**src/rtl/h_gate_sched.sv**
```systemverilog
`default_nettype none
// ============================================================================
// Module   : h_gate_sched
// Purpose  : Issues the read/write-back address pairs of one Hadamard pass
//            over a 2^NQ-entry amplitude RAM, one pair per cycle.
// Revision : 1.0  initial release
// ============================================================================
module h_gate_sched #(
    parameter int NQ     = 3,
    parameter int TW     = 3,
    parameter int RD_LAT = 1,
    parameter int HG_LAT = 2
) (
    input  logic          clk,
    input  logic          rst,
    input  logic          start,
    input  logic [TW-1:0] target,
    output logic          busy,
    output logic          done,
    output logic          err,
    output logic          rd_en,
    output logic [NQ-1:0] rd_addr_a,
    output logic [NQ-1:0] rd_addr_b,
    output logic          wr_en,
    output logic [NQ-1:0] wr_addr_a,
    output logic [NQ-1:0] wr_addr_b
);

    localparam int               c_depth  = RD_LAT + HG_LAT;
    localparam int               c_kw     = (NQ > 1) ? NQ - 1 : 1;
    localparam logic [c_kw-1:0]  c_k_last = c_kw'((1 << (NQ - 1)) - 1);
    localparam logic [TW:0]      c_nq     = (TW + 1)'(NQ);

    typedef enum logic [1:0] {
        S_IDLE  = 2'd0,
        S_ISSUE = 2'd1,
        S_DRAIN = 2'd2
    } state_t;

    typedef struct packed {
        logic          valid;
        logic [NQ-1:0] a;
        logic [NQ-1:0] b;
    } slot_t;

    state_t          r_state;
    logic [TW-1:0]   r_t;
    logic [c_kw-1:0] r_k;
    logic            r_busy;
    logic            r_done;
    logic            r_err;
    logic            r_rd_en;
    logic [NQ-1:0]   r_rd_addr_a;
    logic [NQ-1:0]   r_rd_addr_b;
    slot_t           r_pipe [c_depth];

    logic [c_kw-1:0] w_k_next;
    logic [NQ-1:0]   w_next_a;
    logic [NQ-1:0]   w_next_bit;
    logic [NQ-1:0]   w_first_a;
    logic [NQ-1:0]   w_first_bit;
    logic            w_inflight;
    logic            w_last_wr;
    logic            w_target_ok;

    // Insert a zero at bit position t of pair index k to form the alpha address.
    function automatic logic [NQ-1:0] pair_addr(input logic [c_kw-1:0] k,
                                                input logic [TW-1:0]   t);
        logic [NQ-1:0] k_ext;
        logic [NQ-1:0] lo;
        k_ext = NQ'(k);
        lo    = (NQ'(1) << t) - NQ'(1);
        return ((k_ext & ~lo) << 1) | (k_ext & lo);
    endfunction

    assign w_k_next    = r_k + 1'b1;
    assign w_next_a    = pair_addr(w_k_next, r_t);
    assign w_next_bit  = NQ'(1) << r_t;
    assign w_first_a   = pair_addr('0, target);
    assign w_first_bit = NQ'(1) << target;
    assign w_target_ok = ({1'b0, target} < c_nq);

    always_comb begin
        w_inflight = 1'b0;
        for (int i = 0; i < c_depth - 1; i++) begin
            if (r_pipe[i].valid) begin
                w_inflight = 1'b1;
            end
        end
    end

    // The tap holds the final pair only when nothing is queued behind it.
    assign w_last_wr = r_pipe[c_depth-1].valid && !w_inflight && !r_rd_en;

    always_ff @(posedge clk or posedge rst) begin
        if (rst) begin
            r_state     <= S_IDLE;
            r_t         <= '0;
            r_k         <= '0;
            r_busy      <= 1'b0;
            r_done      <= 1'b0;
            r_err       <= 1'b0;
            r_rd_en     <= 1'b0;
            r_rd_addr_a <= '0;
            r_rd_addr_b <= '0;
            for (int i = 0; i < c_depth; i++) begin
                r_pipe[i] <= '0;
            end
        end else begin
            r_done    <= 1'b0;
            r_err     <= 1'b0;
            r_pipe[0] <= {r_rd_en, r_rd_addr_a, r_rd_addr_b};
            for (int i = 1; i < c_depth; i++) begin
                r_pipe[i] <= r_pipe[i-1];
            end

            case (r_state)
                S_IDLE: begin
                    if (start) begin
                        if (w_target_ok) begin
                            r_t         <= target;
                            r_k         <= '0;
                            r_rd_en     <= 1'b1;
                            r_rd_addr_a <= w_first_a;
                            r_rd_addr_b <= w_first_a | w_first_bit;
                            r_busy      <= 1'b1;
                            r_state     <= S_ISSUE;
                        end else begin
                            r_err <= 1'b1;
                        end
                    end
                end
                S_ISSUE: begin
                    if (r_k == c_k_last) begin
                        r_rd_en     <= 1'b0;
                        r_rd_addr_a <= '0;
                        r_rd_addr_b <= '0;
                        r_state     <= S_DRAIN;
                    end else begin
                        r_k         <= w_k_next;
                        r_rd_addr_a <= w_next_a;
                        r_rd_addr_b <= w_next_a | w_next_bit;
                    end
                end
                S_DRAIN: begin
                    if (w_last_wr) begin
                        r_done  <= 1'b1;
                        r_busy  <= 1'b0;
                        r_state <= S_IDLE;
                    end
                end
                default: begin
                    r_state <= S_IDLE;
                end
            endcase
        end
    end

    assign busy      = r_busy;
    assign done      = r_done;
    assign err       = r_err;
    assign rd_en     = r_rd_en;
    assign rd_addr_a = r_rd_addr_a;
    assign rd_addr_b = r_rd_addr_b;
    assign wr_en     = r_pipe[c_depth-1].valid;
    assign wr_addr_a = r_pipe[c_depth-1].a;
    assign wr_addr_b = r_pipe[c_depth-1].b;

endmodule
`default_nettype wire

```
**config.mk**
```make
export PLATFORM = sky130hd
export DESIGN_NAME = h_gate_sched
export DESIGN_NICKNAME = d
export VERILOG_FILES = /design/src/rtl/h_gate_sched.sv
export SDC_FILE = /design/constraint.sdc
export NUM_CORES = 1
export LEC_CHECK = 0
export ABC_AREA = 1
export CAP_MARGIN = 20
export CORE_MARGIN = 5
export CORE_UTILIZATION = 50
export CTS_CLUSTER_DIAMETER = 60
export DETAILED_ROUTE_END_ITERATION = 8
export HOLD_SLACK_MARGIN = 0.05
export PLACE_DENSITY = 0.75
export SYNTH_ARGS = -nofsm -noshare
export SYNTH_HDL_FRONTEND = slang
export SYNTH_SLANG_ARGS = --single-unit
```
**constraint.sdc**
```tcl
create_clock -name clk -period 3.2 [get_ports clk]
set_input_delay 0.64 -clock clk [delete_from_list [all_inputs] [get_ports clk]]
set_output_delay 0.64 -clock clk [all_outputs]
set_load 0.05 [all_outputs]
```
* After elaboration in Yosys (flattened, before gate mapping)
Cells that the tools add are included.
** Cells by class
- Add/sub/neg operators :: 2
- Order comparisons :: 1
- Eq/ne operators :: 8
- Shifts and indexed selects :: 2
- Mux-type cells :: 30
- Bitwise operators :: 5
- Reduce and logical (&&, ||, !) cells :: 13
** Operators by type and width (count)
- 3-bit 2-to-1 mux :: 6
- 4-bit AND reduction :: 4
- 2-bit 2-to-1 mux :: 7
- 3-bit case mux with 2 select lines :: 2
- 1-bit 2-to-1 mux :: 11
- 2-bit != test (second input constant) :: 5
- 3-bit OR :: 2
- 2-bit case mux with 3 select lines :: 1
- 3-bit AND reduction :: 2
- 1-bit by 3-bit left shift with 3-bit output (first input constant) :: 2
- 2-bit equality test (second input constant) :: 2
- 1-bit case mux with 2 select lines :: 2
- 2-bit case mux with 2 select lines :: 1
- 2-bit nonzero test :: 2
- 2-bit by 3-bit AND with 3-bit output :: 1
- 3-bit by 2-bit less-than comparator with 1-bit output (second input constant) :: 1
- 3-bit by 2-bit subtractor with 3-bit output (second input constant) :: 1
- 2-bit by 1-bit adder with 2-bit output (second input constant) :: 1
- 2-bit AND :: 1
- 2-bit by 1-bit equality test with 1-bit output (second input constant) :: 1
- 1-bit logical AND :: 2
- 1-bit zero test :: 2
- 2-bit zero test :: 1
- 2-bit inverter :: 1
** Storage, ports and cells
- Bits in registers :: 38
- Input bits :: 6
- Output and inout port bits :: 17
- Logic and storage cells :: 79

* Longest topological paths before layout
- Depth after elaboration :: 8
- Mapped depth :: 7
- Mapped depth without buffers :: 7

* Worst setup path after synthesis
Ideal clock, no wire load.
- Kind :: input to register
- Start point :: input target[1]
- End point :: register r_t[1]
- Setup time :: 0.127 ns
- Arrival :: 1.127 ns
- Required time :: 3.073 ns
- Path slack :: 1.946 ns
- Stages on the path :: 6
- Buffers on the path :: 0
- Cells stage by stage :: inv_1 nand2_1 nand2_1 nand3_2 nand2_1 o21ai_0
** On the way
- Cells in the longest elaborated chain, start to end :: 2
** RTL lines
- from (decl) :: line 17 : input logic [TW-1:0] target,
- 3-bit by 2-bit less-than comparator with 1-bit output :: line 81 : assign w_target_ok = ({1'b0, target} < c_nq);
- 3-bit AND reduction (no line)
- to (signal assigned) :: line 121 : r_t <= target;
- to (decl) :: line 47 : logic [TW-1:0] r_t;
Parallel ways exist; a longest one is shown, timed or not.
A chain may end at the register's enable or synchronous reset.

* Worst setup path in the final report
- Start point :: register r_rd_addr_b[1] (netlist: rd_addr_b[1])
- End point :: output rd_addr_b[1]
** RTL lines
- from (decl) :: line 54 : logic [NQ-1:0] r_rd_addr_b;
- from (signal assigned) :: line 125 : r_rd_addr_b <= w_first_a | w_first_bit;
- from (signal assigned) :: line 142 : r_rd_addr_b <= w_next_a | w_next_bit;
- to (decl) :: line 23 : output logic [NQ-1:0] rd_addr_b,
No word-level cell between the ends.

==> run metrics <==
Setup crit start kind=flip-flop; Slew Limit Fails=0; Synth Register Bits=38; TNS Setup=0 ns; Net Sw Frac=44.1%; period utilisation layout=68.4%; reg2reg end=rd_addr_b[2]; ys async rst share=100%; synth warn=0; hold endpoint=wr_addr_b[2]; Final Setup Violations=0; CP Max Fanout=3; drt wl/cell=12.7 um; setup bufs post-CTS=0; Fin. Hold Viols=0; FF-to-FF setup slack=2.00 ns; Switch Pwr=0.836 mW; worst-margin pin slew=0.730 ns; predominant post-synthesis flop cell=dfrtp_1; Layout area overhead=19.8%; Seq/Total Area, Yosys=66.7%; Cell variety after synth=20; EDFF count, synth=0; first-pass GRT wire length=roughly 4100 um; clock power share=13.3%; Worst path max stage delay=0.82 ns; CTS tree=yes; Synth Net Count=135; Worst Clk Skew=0.00606 ns; Crit Reg-Reg Startpoint=r_state[1]; Die Span Y=between 60 and 70 um; Detail Route Antenna Nets=0; diode count=0; Root Driver=clkbuf_4; Worst setup EP type=output port; Worst VDD drop=between 0.8 and 0.9 mV; outcome=complete, no violations; core area=2730 um^2; Reg clk slew, reported paths=0.11 ns; # DRC=0; top-count cell post-synth=dfrtp_1; fin nets=159; top cell type's share of synthesized area=66.7%; min-delay worst type=flip-flop to flip-flop; CP max-delay cell=clkdlybuf4s50_1; Leak Pwr=0.842 nW; Hold WS=0.356 ns; antenna violations before repair=0; leading area contributor after synthesis=dfrtp_1; MaxCap Viol Count=0; synthesized instance count=128; DP Wirelength=1800 um; Fill cells=237; worst endpoint data arrival time=1.55 ns; initial DRC count=21; total grt overflow=0; unrepaired setup endpoints after global routing=no; FF-to-FF path depth=6; Max clock buf depth=2; HP Start=r_pipe[9]; total vias in the final route=919; Int Pwr=between 1 and 1.5 mW; post-CTS resize count=0; syn_area_per_cell=11.1 um^2; I/O Buffers=22; routability cong.=0.902; Flop pwr share=40.9%; Total GRT Usage=between 10% and 20%; Starting Density=52.1%; Mapped Area=around 1400 um^2; post-layout minimum cycle time=~2.2 ns; Worst-Skew Late Latency=0.33 ns; die area=4020 um^2; Worst Path Required=2.56 ns; number of global-route vias before repair=roughly 920; Hold Path Depth=0; die width=63.4 um; fraction of layout cells with a size suffix above 1=roughly 18%; Core Rows=19; largest net degree at the start of global routing=21; fmax=457 MHz; Logic pwr share=45.9%; relative slew slack=51.3%; detailed-route wire length=about 2300 um; Pwr Density=around 1100 nW/um^2; clock sinks=38; Synth top cells by count=38 x dfrtp_1, 27 x nand2_1, 12 x inv_1; worst-path cell chain=clkdlybuf4s50_1; drt first pass iters=4; top cells by area, synth=dfrtp_1 67%, nand2_1 7.1%, nand3_1 3.9%; WS Path Type=flip-flop to output port; H-tree levels=2; IO Count=23; Hold-fix buffers, CTS=0; top cell family by delay on the critical path=buffers and inverters; WP buf/inv=1; CTS Buf Count=5; vias per std cell=4.99
-- cell type report --
type | instances | area, um^2 | area share (%)
Sequential cell | 38 | 951 | 55.7
Clock inverter | 1 | 5.00 | 0.293
Timing Repair Buffer | 23 | 228 | 13.3
Multi-Input combinational cell | 68 | 369 | 21.6
Clock buffer | 7 | 55.1 | 3.23
Tap cell | 31 | 38.8 | 2.27
Inverter | 16 | 60.1 | 3.52
-- state kept, by name, summed over array words and instances, names as in the netlist --
name       cells
wr_addr_b      3
wr_en          1
rd_en          1
err            1
r_k            2
wr_addr_a      3
rd_addr_a      3
rd_addr_b      3
r_t            3
busy           1
r_state        2
done           1
r_pipe        14
-- worst max-delay path by stage --
stage / to / cells after the start / from / slack, ns
finish: rd_addr_b[1] / 1 / rd_addr_b[1] / 1.01
global placement: rd_addr_a[1] / 3 / rst / 1.38
floorplan: busy / 1 / rst / 1.70
global route: rd_addr_b[1] / 1 / rd_addr_b[1] / 0.94
CTS: rd_addr_b[1] / 1 / rd_addr_b[1] / 0.99
detailed placement: rd_addr_a[2] / 3 / rst / 1.32
-- layout by cell type, fill, tap and decap left out --
master	instances
clkinv_2	1
o21ai_0	3
o21ai_1	2
a21oi_2	1
clkbuf_8	1
nand2_4	3
clkdlybuf4s50_1	22
ha_1	1
nor2_1	7
a31o_2	1
clkbuf_4	5
clkbuf_1	1
dfrtp_1	38
nand2_1	27
nand2_2	2
o21ai_2	1
buf_4	1
nand3_2	2
inv_2	4
a21oi_1	2
nor2_2	3
a21oi_4	1
inv_1	12
nand3_1	11
nor2_4	1
-- through the flow --
stage          power [mW]  util, %  setup WS (ns)  cell area [um^2]  std cells
2_1_floorplan        1.45        -           1.70              1430        128
3_5_place_dp         1.66     60.2           1.32              1650        176
6_report             1.89     62.4           1.01              1710        184
4_1_cts              1.92     62.4          0.991              1710        184
5_1_grt              2.02     62.4          0.938              1710        184
3_3_place_gp         1.63     60.2           1.38              1650        176
-- power groups by stage --
stage / Combinational (mW) / Clock [mW] / Sequential [mW]
global route: 0.932 / 0.284 / 0.803
CTS: 0.876 / 0.262 / 0.778
floorplan: 0.521 / 0 / 0.925
detailed placement: 0.875 / 0 / 0.789
global placement: 0.856 / 0 / 0.776
finish: 0.869 / 0.252 / 0.774
-- layer usage --
layer | global-route usage [%] | part of all wire [%] | vias up
met1 | 14.9 | 41 | 450
met5 | 0 | 0 | -
li1 | - | - | 447
met2 | 22.3 | 52 | 18
met4 | 5.45 | 1.6 | 0
met3 | 5.15 | 5.1 | 4
-- kinds of logic after synthesis --
| kind of cell | synth area share, % |
|---|---|
| flops | 66.7 |
| compound gates | 5.44 |
| simple gates | 19.6 |
| buf+inv | 7.37 |
| fa+ha+maj | 0.878 |
(Power assumes the default switching activity.)
==> RTL edit, RTL diff (same flow settings) <==
Change the parameter `RD_LAT` from 1 to 2.
--- a/src/rtl/h_gate_sched.sv
+++ b/src/rtl/h_gate_sched.sv
@@ -8,7 +8,7 @@
 module h_gate_sched #(
     parameter int NQ     = 3,
     parameter int TW     = 3,
-    parameter int RD_LAT = 1,
+    parameter int RD_LAT = 2,
     parameter int HG_LAT = 2
 ) (
     input  logic          clk,
Behaviour: not the same (a bounded check fails within 10 cycles, from zero or initial values and one cycle with rst high).
==> RTL edit against the original RTL <==
Synthesized cell count increased by 3.9%; non-clock buffer count unchanged; largest cell class unchanged; cell area increased by 10%; synthesized area increased by 12%; wire length increased by 8.5%; power increased by 2.4%; worst setup slack got worse by 16 ps; global-route usage increased by 1.1 points; count of clock-buffer cells in the layout unchanged; sequential cell count increased by 7; maximum frequency decreased by 0.73%; core utilization decreased by 0.79 points; sequential power increased by 13%; die area increased by 9.8%.
==> RTL edit: results (changes against the original RTL) <==
Status
  – Run status: completed (unchanged)

Finish
  – Cell Count, Final, Fillers Out: 202 (was 184)
  – Sequential standard cell area: 0.00113 sq mm (was 951 sq um)
  – Number of flip-flops under the largest register name: 21 (was 14)
  – NumNets Final: 164 (was 159)
  – Layout cells sized above 1: 0.133 (was 0.176)

Setup path
  – Endpoint of the worst register-to-register path: rd_addr_b[1] (was rd_addr_b[2])
  – Source of the critical timing path: rd_addr_b[2] (was rd_addr_b[1])
  – Reg-to-reg critical path startpoint: r_k[0] (was r_state[1])

Synthesis
  – Library cells used by synthesis: 24 (was 20)
  – Post-Syn Nets: 140 (was 135)
  – Average footprint of a synthesized cell: 12.0 sq um (was 11.1 sq um)
  – Area contributors post-synth: dfrtp_1 (71%), nand2_1 (6.4%), inv_1 (3.3%) (was dfrtp_1 (67%), nand2_1 (7.1%), nand3_1 (3.9%))
  – Top cells by count, synth: dfrtp_1 (45), nand2_1 (27), inv_1 (14), nor2_1 (7) (was dfrtp_1 (38), nand2_1 (27), inv_1 (12), nand3_1 (11), nor2_1 (7))

Place
  – Pre-CTS worst setup slack: 1300 ps (was 1320 ps)
  – Post-placement cell area: 0.00183 sq mm (was 0.00165 sq mm)
  – Inst Count DP: 194 (was 176)
  – Global placement routability congestion: 0.793 (was 0.902)

GRT
  – Overall Global Routing Usage: 0.144 (was 0.133)
  – Met3 layer usage reported by global route: 0.0374 (was 0.0515)
  – Maximum number of pins on one net before global-route repair: 46 (was 21)
  – Wire length of the first global-routing pass: 4.69 mm (was 4.10 mm)

Timing
  – Relative max-transition margin: 0.647 (was 0.513)
  – Final hold slack: 358 ps (was 356 ps)

Power
  – PnR Total Power: 0.00194 W (was 0.00189 W)
  – Worst IR drop on VDD: 442 uV (was 806 uV)
  – Clock share of power: 0.128 (was 0.133)
-- RTL edit: worst reg2reg max path, stage by stage (launching register included) --
cell and delay (ps):
dfrtp_1 400, ha_1 320, nand2_1 90, nand3_1 80, nand2_1 60, nand2_1 60, nand2_1 60, nand2_1 50
-- RTL edit: area by class of cell --
cell class,count,share of cell area
Sequential cell,45,0.598
Multi-Input combinational cell,66,0.191
Timing Repair Buffer,23,0.121
Inverter,16,0.0319
Tap cell,44,0.0293
Clock buffer,7,0.0239
Clock inverter,1,0.00399
-- RTL edit: worst max path at each step --
| stage | end |
|---|---|
| after floorplan | busy |
| after global placement | r_k[1] |
| after detailed placement | r_k[1] |
| after CTS | rd_addr_b[2] |
| after global routing | rd_addr_b[2] |
| final | rd_addr_b[2] |
-- RTL edit: cells by family after synthesis --
logic type               count (synthesis)  share of synthesized area
AND/OR/NAND/NOR                         53                      0.174
AO/OA/AOI/OAI                           12                     0.0448
buffers and inverters                   22                     0.0660
flip-flops                              45                      0.708
adder cells (fa/ha/maj)                  1                    0.00786
